`src/rtl/cache_arbiter_pkg.sv`:
```
// Shared types for the cache arbiter: FSM states, grant sources and line geometry.
package arbiter_types;

   typedef enum logic [1:0] {
      IDLE,
      RD_BURST,
      WR_BURST,
      DONE
   } arb_state_t;

   typedef enum logic {
      ARB_SRC_I,
      ARB_SRC_D
   } arb_src_t;

   localparam int LINE_BEATS = 4;

endpackage

```
`src/rtl/cache_arbiter_line_buffer.sv`:
```
// Line buffer for the cache arbiter. Supports whole-line load, per-beat insert
// and per-beat extract, and clears on asynchronous reset.
module line_buffer #(
   parameter int LINE_W  = 256,
   parameter int BURST_W = 64,
   parameter int BEATS   = LINE_W / BURST_W,
   parameter int IDX_W   = $clog2(BEATS)
) (
   input  logic               clk,
   input  logic               rst,
   input  logic               load,
   input  logic [LINE_W-1:0]  load_data,
   input  logic               ins_en,
   input  logic [IDX_W-1:0]   ins_idx,
   input  logic [BURST_W-1:0] ins_data,
   input  logic [IDX_W-1:0]   ext_idx,
   output logic [BURST_W-1:0] ext_data,
   output logic [LINE_W-1:0]  line
);

   logic [BURST_W-1:0] beats [BEATS];

   // One register per beat so that each slice has exactly one driver.
   generate
      for (genvar gi = 0; gi < BEATS; gi++) begin : g_beat
         logic [BURST_W-1:0] beat_reg;

         always_ff @(posedge clk or posedge rst) begin
            if (rst) begin
               beat_reg <= '0;
            end else if (load) begin
               beat_reg <= load_data[gi*BURST_W +: BURST_W];
            end else if (ins_en && ins_idx == IDX_W'(gi)) begin
               beat_reg <= ins_data;
            end
         end

         assign beats[gi] = beat_reg;
         assign line[gi*BURST_W +: BURST_W] = beat_reg;
      end
   endgenerate

   assign ext_data = beats[ext_idx];

endmodule

```
`src/rtl/cache_arbiter.sv`:
```
// Arbitrates I-cache and D-cache line requests onto one burst memory port.
// Define CACHE_ARB_RR_EN for round-robin arbitration; otherwise D-cache has fixed priority.
module cache_arbiter
   import arbiter_types::*;
#(
   parameter int LINE_W  = 256,
   parameter int BURST_W = 64,
   parameter int ADDR_W  = 32
) (
   input  logic               clk,
   input  logic               rst,
   input  logic               i_read,
   input  logic [ADDR_W-1:0]  i_addr,
   output logic [LINE_W-1:0]  i_rdata,
   output logic               i_resp,
   input  logic               d_read,
   input  logic               d_write,
   input  logic [ADDR_W-1:0]  d_addr,
   input  logic [LINE_W-1:0]  d_wdata,
   output logic [LINE_W-1:0]  d_rdata,
   output logic               d_resp,
   output logic               pmem_read,
   output logic               pmem_write,
   output logic [ADDR_W-1:0]  pmem_addr,
   output logic [BURST_W-1:0] pmem_wdata,
   input  logic [BURST_W-1:0] pmem_rdata,
   input  logic               pmem_resp
);

   localparam int CNT_W = $clog2(LINE_BEATS);
   localparam logic [CNT_W-1:0] LAST_BEAT = CNT_W'(LINE_BEATS - 1);
   localparam logic [ADDR_W-1:0] LINE_MASK = ~ADDR_W'(LINE_W / 8 - 1);

   arb_state_t        state_reg;
   arb_src_t          src_reg;
   logic [CNT_W-1:0]  beat_reg;
   logic [ADDR_W-1:0] addr_reg;

   logic               req_i;
   logic               req_d;
   logic               grant_d;
   logic               line_load;
   logic               line_ins;
   logic [BURST_W-1:0] beat_data;
   logic [LINE_W-1:0]  line;

   assign req_i = i_read;
   assign req_d = d_read | d_write;

`ifdef CACHE_ARB_RR_EN
   arb_src_t last_reg;

   // On contention the side that did not win last time takes the grant.
   assign grant_d = req_d && (!req_i || last_reg == ARB_SRC_I);

   always_ff @(posedge clk or posedge rst) begin
      if (rst) begin
         last_reg <= ARB_SRC_I;
      end else if (state_reg == IDLE && (req_i || req_d)) begin
         last_reg <= grant_d ? ARB_SRC_D : ARB_SRC_I;
      end
   end
`else
   assign grant_d = req_d;
`endif

   assign line_load = (state_reg == IDLE) && grant_d && d_write;
   assign line_ins  = (state_reg == RD_BURST) && pmem_resp;

   line_buffer #(
      .LINE_W  (LINE_W),
      .BURST_W (BURST_W),
      .BEATS   (LINE_BEATS),
      .IDX_W   (CNT_W)
   ) u_line_buffer (
      .clk       (clk),
      .rst       (rst),
      .load      (line_load),
      .load_data (d_wdata),
      .ins_en    (line_ins),
      .ins_idx   (beat_reg),
      .ins_data  (pmem_rdata),
      .ext_idx   (beat_reg),
      .ext_data  (beat_data),
      .line      (line)
   );

   always_ff @(posedge clk or posedge rst) begin
      if (rst) begin
         state_reg <= IDLE;
         src_reg   <= ARB_SRC_I;
         beat_reg  <= '0;
         addr_reg  <= '0;
      end else begin
         case (state_reg)
            IDLE: begin
               beat_reg <= '0;
               if (req_i || req_d) begin
                  src_reg   <= grant_d ? ARB_SRC_D : ARB_SRC_I;
                  addr_reg  <= (grant_d ? d_addr : i_addr) & LINE_MASK;
                  state_reg <= (grant_d && d_write) ? WR_BURST : RD_BURST;
               end
            end
            RD_BURST, WR_BURST: begin
               // Counter wraps to 0 on the final beat, ready for the next burst.
               if (pmem_resp) begin
                  beat_reg <= beat_reg + 1'b1;
                  if (beat_reg == LAST_BEAT) begin
                     state_reg <= DONE;
                  end
               end
            end
            DONE: begin
               state_reg <= IDLE;
            end
            default: begin
               state_reg <= IDLE;
            end
         endcase
      end
   end

   assign pmem_read  = (state_reg == RD_BURST);
   assign pmem_write = (state_reg == WR_BURST);
   assign pmem_addr  = addr_reg;
   assign pmem_wdata = pmem_write ? beat_data : '0;

   assign i_resp  = (state_reg == DONE) && (src_reg == ARB_SRC_I);
   assign d_resp  = (state_reg == DONE) && (src_reg == ARB_SRC_D);
   assign i_rdata = line;
   assign d_rdata = line;

endmodule

```
`config.mk`:
```
export PLATFORM = sky130hd
export DESIGN_NAME = cache_arbiter
export DESIGN_NICKNAME = d
export VERILOG_FILES = /design/src/rtl/cache_arbiter_pkg.sv /design/src/rtl/cache_arbiter_line_buffer.sv /design/src/rtl/cache_arbiter.sv
export SDC_FILE = /design/constraint.sdc
export NUM_CORES = 1
export LEC_CHECK = 0
export ABC_AREA = 1
export CAP_MARGIN = 40
export CORE_AREA = 5 5 393 395
export CTS_CLUSTER_DIAMETER = 30
export CTS_CLUSTER_SIZE = 8
export DETAILED_ROUTE_END_ITERATION = 8
export DIE_AREA = 0 0 398 400
export PLACE_DENSITY = 0.36
export RECOVER_POWER = 50
export SETUP_SLACK_MARGIN = 0.5
export SYNTH_ARGS = -nofsm -noshare
export SYNTH_HDL_FRONTEND = slang
export SYNTH_SLANG_ARGS = --single-unit
```
`constraint.sdc`:
```
create_clock -name clk -period 21.6 [get_ports clk]
set_input_delay 5.4 -clock clk [delete_from_list [all_inputs] [get_ports clk]]
set_output_delay 5.4 -clock clk [all_outputs]
set_load 0.05 [all_outputs]
```
==> out/results.txt, run 1 <==
Clock Sinks: 288
Synth Instances: 2703
Layout cells sized above 1: 6.85%
Worst-path clk slew: 0.04 ns
Mux share of post-synthesis cell area: 0%
Crit path DAT: 15.33 ns
DP Area: 28700 µm²
TNS Setup: 0 ns
Gr usage total: 15.8%
CTS root buffer: clkbuf_16
Die Y-Extent: 400 µm
Antenna-violating nets left: 0
# port buffers: 986
Violated checks: capacitance limit, slew limit
Crit-path max cell delay: 3.16 ns
GP Congestion: 0.829
Vias: 21700
Syn avg cell area: 6.85 µm²
Max reg flops: 256
FMAX: 68.0 MHz
Fillcell total: 16900
Worst Hold Class: register to register
CTS tree: yes
Postcts setup bufs: 0
Most used cell, CP: nand2_1
Synth warn: 0
Min Tclk post-route: 14.70 ns
Area leader, netlist: dfrtp_1
Via-per-instance ratio: 3.91
Final setup vio count: 0
Width of the chip: 398 µm
Period Utilization, post-route: 68.1%
Resized cells post-CTS: 0
Max-cap violations: 11
Total core area: 151000 µm²
Die Footprint: 159000 µm²
Register area: 7210 µm²
Area taken by multi-input logic gates: 8320 µm²
# IOs: 1002
Pleak: 14.7 nW
Cell Area, Synth: 18500 µm²
XOR/XNOR Fraction of Synth Area: 0%
Clk_lat worst skew: 0.70 ns
Antenna violations before repair: 21
Inserted Clock Buffers: 121
Unique masters post-synth: 20
NumNets Final: 3801
Sequential area share after synthesis: 38.9%
WS Path Type: input port to register
Post-synthesis simple-gate area fraction: 37.8%
CP Buf/Inv Count: 4
Fin. max-slew vios: 551
First-pass GRT wire length: 178000 µm
CP delay by family, top: simple AND/OR/NAND/NOR gates
Share of the synthesized area in the top cell type: 38.9%
DR WL/cell: 24.0 µm
Hold Fails Final Rpt: 0
Adder-cell share of the synthesized area: 0.675%
CTS max path bufs: 3
CP cell instances: clkbuf_1 -> inv_1 -> nand2_1 -> nand3_1 -> nand2_4 -> clkbuf_1 -> buf_4 -> nand2_1 -> nand2_1
Vias in the first global route: 21600
Starting Density: 12.3%
Crit Path Max Fanout: 106
RSZ-0062 raised after global routing: false
Req. time, crit path: 22.23 ns
Main combinational cell family by area after synthesis: simple AND/OR/NAND/NOR gates
Critical Path Start Type: input port
Clock skew: 0.0338 ns
Final instance area: 32600 µm²
Area Growth Syn to Fin: 75.9%
Status: finished with violations
Post-route DRC violation count: 0
Pre-Repair DR Iteration Count: 7
CP Capture Type: register
GRT overflow: 0
Pwr/cell area: 213 nW/µm²
Min Hold Slack: 0.527 ns
Starting DRT DRC Count: 1455
Largest net degree at the start of global routing: 107
Hpwl dp: 96700 µm
Synth Area in Compound Gates: 6.17%
Post-Route WL: 133000 µm
Worst VDD drop: 0.125 mV
# hold bufs at CTS: 0
#FFs+latches synth: 288
Slowest cell on crit path: nand2_1
Worst slew margin: -235%
Row cnt: 143
Area contributors post-synth: dfrtp_1, nand2_1, buf_4, nand4_1, nand3_1
Worst-margin pin slew: 4.99 ns
CTS H-Tree Depth: 3
==> placed cells by master, fill, tap and decap left out, types with 2 or more instances in the layout <==
cell                n
nand2_1          1003
clkdlybuf4s50_1   645
dlygate4sd3_1     340
dfrtp_1           286
nor2_1            257
nand3_1           214
nand4_1           186
o21ai_0           161
clkbuf_16         121
a21oi_1            64
clkbuf_1           51
clkbuf_8           44
inv_1              40
buf_4              32
clkinv_2           14
diode_2            10
ha_1                9
inv_4               6
conb_1              5
nand2_4             4
clkinv_16           4
clkinv_8            3
buf_16              3
dfrtp_4             2
buf_12              2
==> per-layer routing <==
layer / GRT usage, % / up-vias / share of wire, %
li1: - / 9983 / -
met1: 19.4 / 10600 / 41
met2: 27.3 / 883 / 50
met3: 4.11 / 171 / 6.7
met4: 4.26 / 12 / 2.2
met5: 0 / - / 0.053
==> cell usage after synthesis, drive strengths merged <==
library cell  number
a21oi             65
buf              375
clkbuf            88
conb               1
dfrtp            288
ha                10
inv               49
nand2           1007
nand3            214
nand4            186
nor2             258
o21a               1
o21ai            161
==> cells by family after synthesis <==
logic type	after synthesis
buffers and inverters	512
other	1
AO/OA/AOI/OAI	227
AND/OR/NAND/NOR	1665
adder cells (fa/ha/maj)	10
flip-flops	288
==> worst paths after layout <==
check	slack, ns	end	startpoint	cells after the start
hold / removal	0.53	u_line_buffer.g_beat[0].beat_reg[20]	u_line_buffer.g_beat[0].beat_reg[20]	2
max in group asynchronous	8.17	u_line_buffer.g_beat[0].beat_reg[36]	rst	5
min in group asynchronous	6.65	u_line_buffer.g_beat[3].beat_reg[0]	rst	2
setup reg to reg	16.50	u_line_buffer.g_beat[0].beat_reg[34]	state_reg[0]	8
setup / recovery	6.90	u_line_buffer.g_beat[0].beat_reg[34]	d_write	9
hold reg to reg	0.53	u_line_buffer.g_beat[0].beat_reg[20]	u_line_buffer.g_beat[0].beat_reg[20]	2
==> area by class of cell <==
cell class | instances | area share [%]
Sequential cell | 288 | 22.1
Clock buffer | 205 | 11.6
Antenna cell | 10 | 0.0768
Inverter | 49 | 0.622
Tap cell | 2030 | 7.79
Timing Repair Buffer | 1034 | 31.5
Multi-Input combinational cell | 1907 | 25.5
Clock inverter | 19 | 0.703
==> power breakdown <==
part	leakage, nW	total, W	switching, W	internal (W)
registers	3.60	0.00122	0.000430	0.000795
clock network	1.97	0.00164	0.000474	0.00116
logic	9.10	0.00407	0.00296	0.00111
==> worst min-delay path: cells and delay by family, from the launching register on <==
family	cells	cell delay, ns
flip-flops	1	0.37
AND/OR/NAND/NOR	2	0.13
==> through the flow <==
step,setup WS [ns],util [%],total power (W),std cells
finish,6.90,21.6,0.00693,5542
global route,6.06,21.6,0.00725,5540
CTS,12.01,21.7,0.00715,5532
detailed placement,12.13,19.0,0.00546,5308
global placement,12.11,18.9,0.00545,5301
floorplan,8.25,-,0.00396,2707
Power figures use the tool's default switching activity.
==> run 2: changes to the inputs <==
--- a/config.mk
+++ b/config.mk
@@ -7,12 +7,12 @@
 export LEC_CHECK = 0
 export ABC_AREA = 1
 export CAP_MARGIN = 40
-export CORE_AREA = 5 5 393 395
+export CORE_AREA = 5 5 384 386
 export CTS_CLUSTER_DIAMETER = 30
 export CTS_CLUSTER_SIZE = 8
 export DETAILED_ROUTE_END_ITERATION = 8
-export DIE_AREA = 0 0 398 400
-export PLACE_DENSITY = 0.36
+export DIE_AREA = 0 0 389 391
+export PLACE_DENSITY = 0.37
 export RECOVER_POWER = 50
 export SETUP_SLACK_MARGIN = 0.5
 export SYNTH_ARGS = -nofsm -noshare
==> constraint.sdc (replaced) <==
create_clock -name clk -period 14.7 [get_ports clk]
set_input_delay 3.675 -clock clk [delete_from_list [all_inputs] [get_ports clk]]
set_output_delay 3.675 -clock clk [all_outputs]
set_load 0.05 [all_outputs]
==> run 2 against run 1 <==
  * The flow still finishes with violations (capacitance limit, slew limit)
  * Worst hold slack gained 0.0052 ns
  * Clock skew is 0.012 ns higher
  * Core utilization is 1.0 points higher
  * Global-route usage up 0.53 points
  * Sequential power grew 48%
  * Highest routed layer unchanged
  * Critical endpoint is now u_line_buffer.g_beat[2].beat_reg[23]
  * Cell count down 2.4%
  * Combinational power is 47% higher
==> out/results.txt, run 2 (synthesis gave the netlist of run 1 again) <==
Status: finished with violations
Violated checks: capacitance limit, slew limit
Die Y-Extent: 391 µm (-2.3%)
CP Buf/Inv Count: 6 (+2)
GR Layer Usage met2: 28.0% (+0.73 points)
FMAX: 99.9 MHz
Min Hold Slack: 0.532 ns (+0.00522 ns)
Width of the chip: 389 µm (-2.3%)
Worst Hold Class: register to register
Vias: 21400 (-1.4%)
Req. time, crit path: 15.53 ns (-6.70 ns)
CTS max path bufs: 3 (unchanged)
GRT met1 Usage: 20.4% (+0.99 points)
Postcts setup bufs: 0 (unchanged)
Gr usage total: 16.3% (+0.53 points)
Crit-path max cell delay: 2.47 ns (-0.69 ns)
CP delay by family, top: buffers and inverters
WS Path Type: input port to async pin
GR Util met3: 3.67% (-0.44 points)
Global route hottest layer: met2
Crit Path Max Fanout: 80 (-25%)
Worst VDD drop: 0.169 mV (+35%)
Worst-margin pin slew: 4.15 ns (-0.846 ns)
GRT overflow: 0 (unchanged)
Final setup vio count: 0 (unchanged)
Area taken by multi-input logic gates: 8350 µm² (+0.32%)
Hold Fails Final Rpt: 0 (unchanged)
Die Footprint: 152000 µm² (-4.5%)
TNS Setup: 0 ns (unchanged)
# port buffers: 986 (unchanged)
# hold bufs at CTS: 0 (unchanged)
Worst-path clk slew: 0.04 ns (about the same)
CTS H-Tree Depth: 3 (unchanged)
Slowest cell on crit path: clkbuf_1
CP Capture Type: async pin
Antenna violations before repair: 31 (+48%)
Register area: 7210 µm² (unchanged)
Most used cell, CP: clkbuf_1
Pwr/cell area: 313 nW/µm² (+47%)
Clk_lat worst skew: 0.68 ns (-0.02 ns)
Commonest non-fill, non-tap cell in the layout: nand2_1
RSZ-0062 raised after global routing: false
Min Tclk post-route: 10.01 ns
Period Utilization, post-route: 68.1%
CP cell instances: dlygate4sd3_1 -> clkinvlp_2 -> clkbuf_1 -> clkbuf_1 -> clkbuf_1 -> buf_16
Vias in the first global route: 21700 (+0.41%)
Starting DRT DRC Count: 1474 (+1.3%)
Largest net degree at the start of global routing: 100 (-6.5%)
Clock Sinks: 288 (unchanged)
Clock skew: 0.0456 ns (+0.0118 ns)
Critical Path Start Type: input port
First-pass GRT wire length: 177000 µm (-0.28%)
Total core area: 143000 µm² (-5.1%)
Crit path DAT: 10.84 ns (-4.49 ns)
Row cnt: 139 (-2.8%)
Worst slew margin: -178% (+57 points)
Pleak: 14.6 nW (-0.55%)
NumNets Final: 3792 (-0.24%)
GP Congestion: 0.790 (-4.7%)
CTS root buffer: clkbuf_16
Max reg flops: 256 (unchanged)
Tot Pwr: 0.0101 W (+46%)
Pre-Repair DR Iteration Count: 6 (-1)
Via-per-instance ratio: 3.95 (+1.0%)
Antenna-violating nets left: 0 (unchanged)
# IOs: 1002 (unchanged)
Starting Density: 12.9% (+0.66 points)
Hpwl dp: 95200 µm (-1.5%)
Post-route DRC violation count: 0 (unchanged)
Post-Route WL: 131000 µm (-1.7%)
Fin. max-slew vios: 234 (-58%)
Layout cells sized above 1: 6.94% (+0.085 points)
Inserted Clock Buffers: 119 (-1.7%)
DR WL/cell: 24.2 µm (+0.77%)
CTS tree: yes
Resized cells post-CTS: 0 (unchanged)
Max-cap violations: 4 (-7)
Area Growth Syn to Fin: 74.7%
Most frequent cells in the layout: nand2_1, clkdlybuf4s50_1, dlygate4sd3_1
Fillcell total: 16000 (-5.5%)
## run 2: cell types whose count changed in the layout (fill, tap and decap cells not counted), moves of 3 or more
cell	delta
clkbuf_1	-14
clkinv_2	+4
dlygate4sd3_1	-31
diode_2	+7
clkinv_8	-3
buf_4	-3
clkdlybuf4s50_1	+31
## run 2: cell type report
class                   instances  share of cell area (%)
diodes                         17                   0.131
clock buffers                 195                    11.5
clock inverters                22                   0.611
inverters                      49                   0.626
multi-input cells            1907                    25.8
flip-flops and latches        288                    22.3
well taps                    1903                    7.36
repair buffers               1027                    31.7
## run 2: worst paths after layout
kind | slack (ns) | from | cells past startpoint | to
min in group asynchronous | 4.70 | rst | 2 | pmem_addr[12]
worst min register to register | 0.53 | pmem_addr[25] | 2 | pmem_addr[25]
worst min-delay path | 0.53 | pmem_addr[25] | 2 | pmem_addr[25]
worst max register to register | 10.79 | state_reg[1] | 8 | u_line_buffer.g_beat[0].beat_reg[48]
worst max-delay path | 4.69 | rst | 6 | u_line_buffer.g_beat[2].beat_reg[23]
max in group clk | 6.97 | beat_reg[0] | 5 | pmem_wdata[8]
## run 2: layer usage
layer	wire, µm	part of all wire [%]
met1	55200	42
met2	64600	49
met3	7580	5.8
met4	3160	2.4
met5	46	0.035
## run 2: where the power goes
part / internal [W] / leakage [nW] / switching (W) / total, W
logic: 0.00162 / 9.05 / 0.00434 / 0.00597
registers: 0.00117 / 3.60 / 0.000631 / 0.00180
clock network: 0.00169 / 1.95 / 0.000680 / 0.00237
## run 2: worst register-to-register path: stages, from the launching register on
cell and delay [ns]:
dfrtp_1 0.42, inv_1 0.17, ha_4 0.51, nand3_4 0.58, nand2_4 0.72, clkinv_2 0.51, buf_4 0.46, nand2_1 0.32
nand2_1 0.07
## run 2: metrics by stage
stage / instance area, µm² / cells / util [%] / worst slack, ns
2_1_floorplan: 18500 / 2707 / - / 3.08
3_3_place_gp: 28300 / 5167 / 19.8 / 6.75
3_5_place_dp: 28400 / 5174 / 19.9 / 6.79
4_1_cts: 32400 / 5391 / 22.6 / 6.80
5_1_grt: 32300 / 5403 / 22.6 / 3.53
6_report: 32400 / 5408 / 22.6 / 4.69
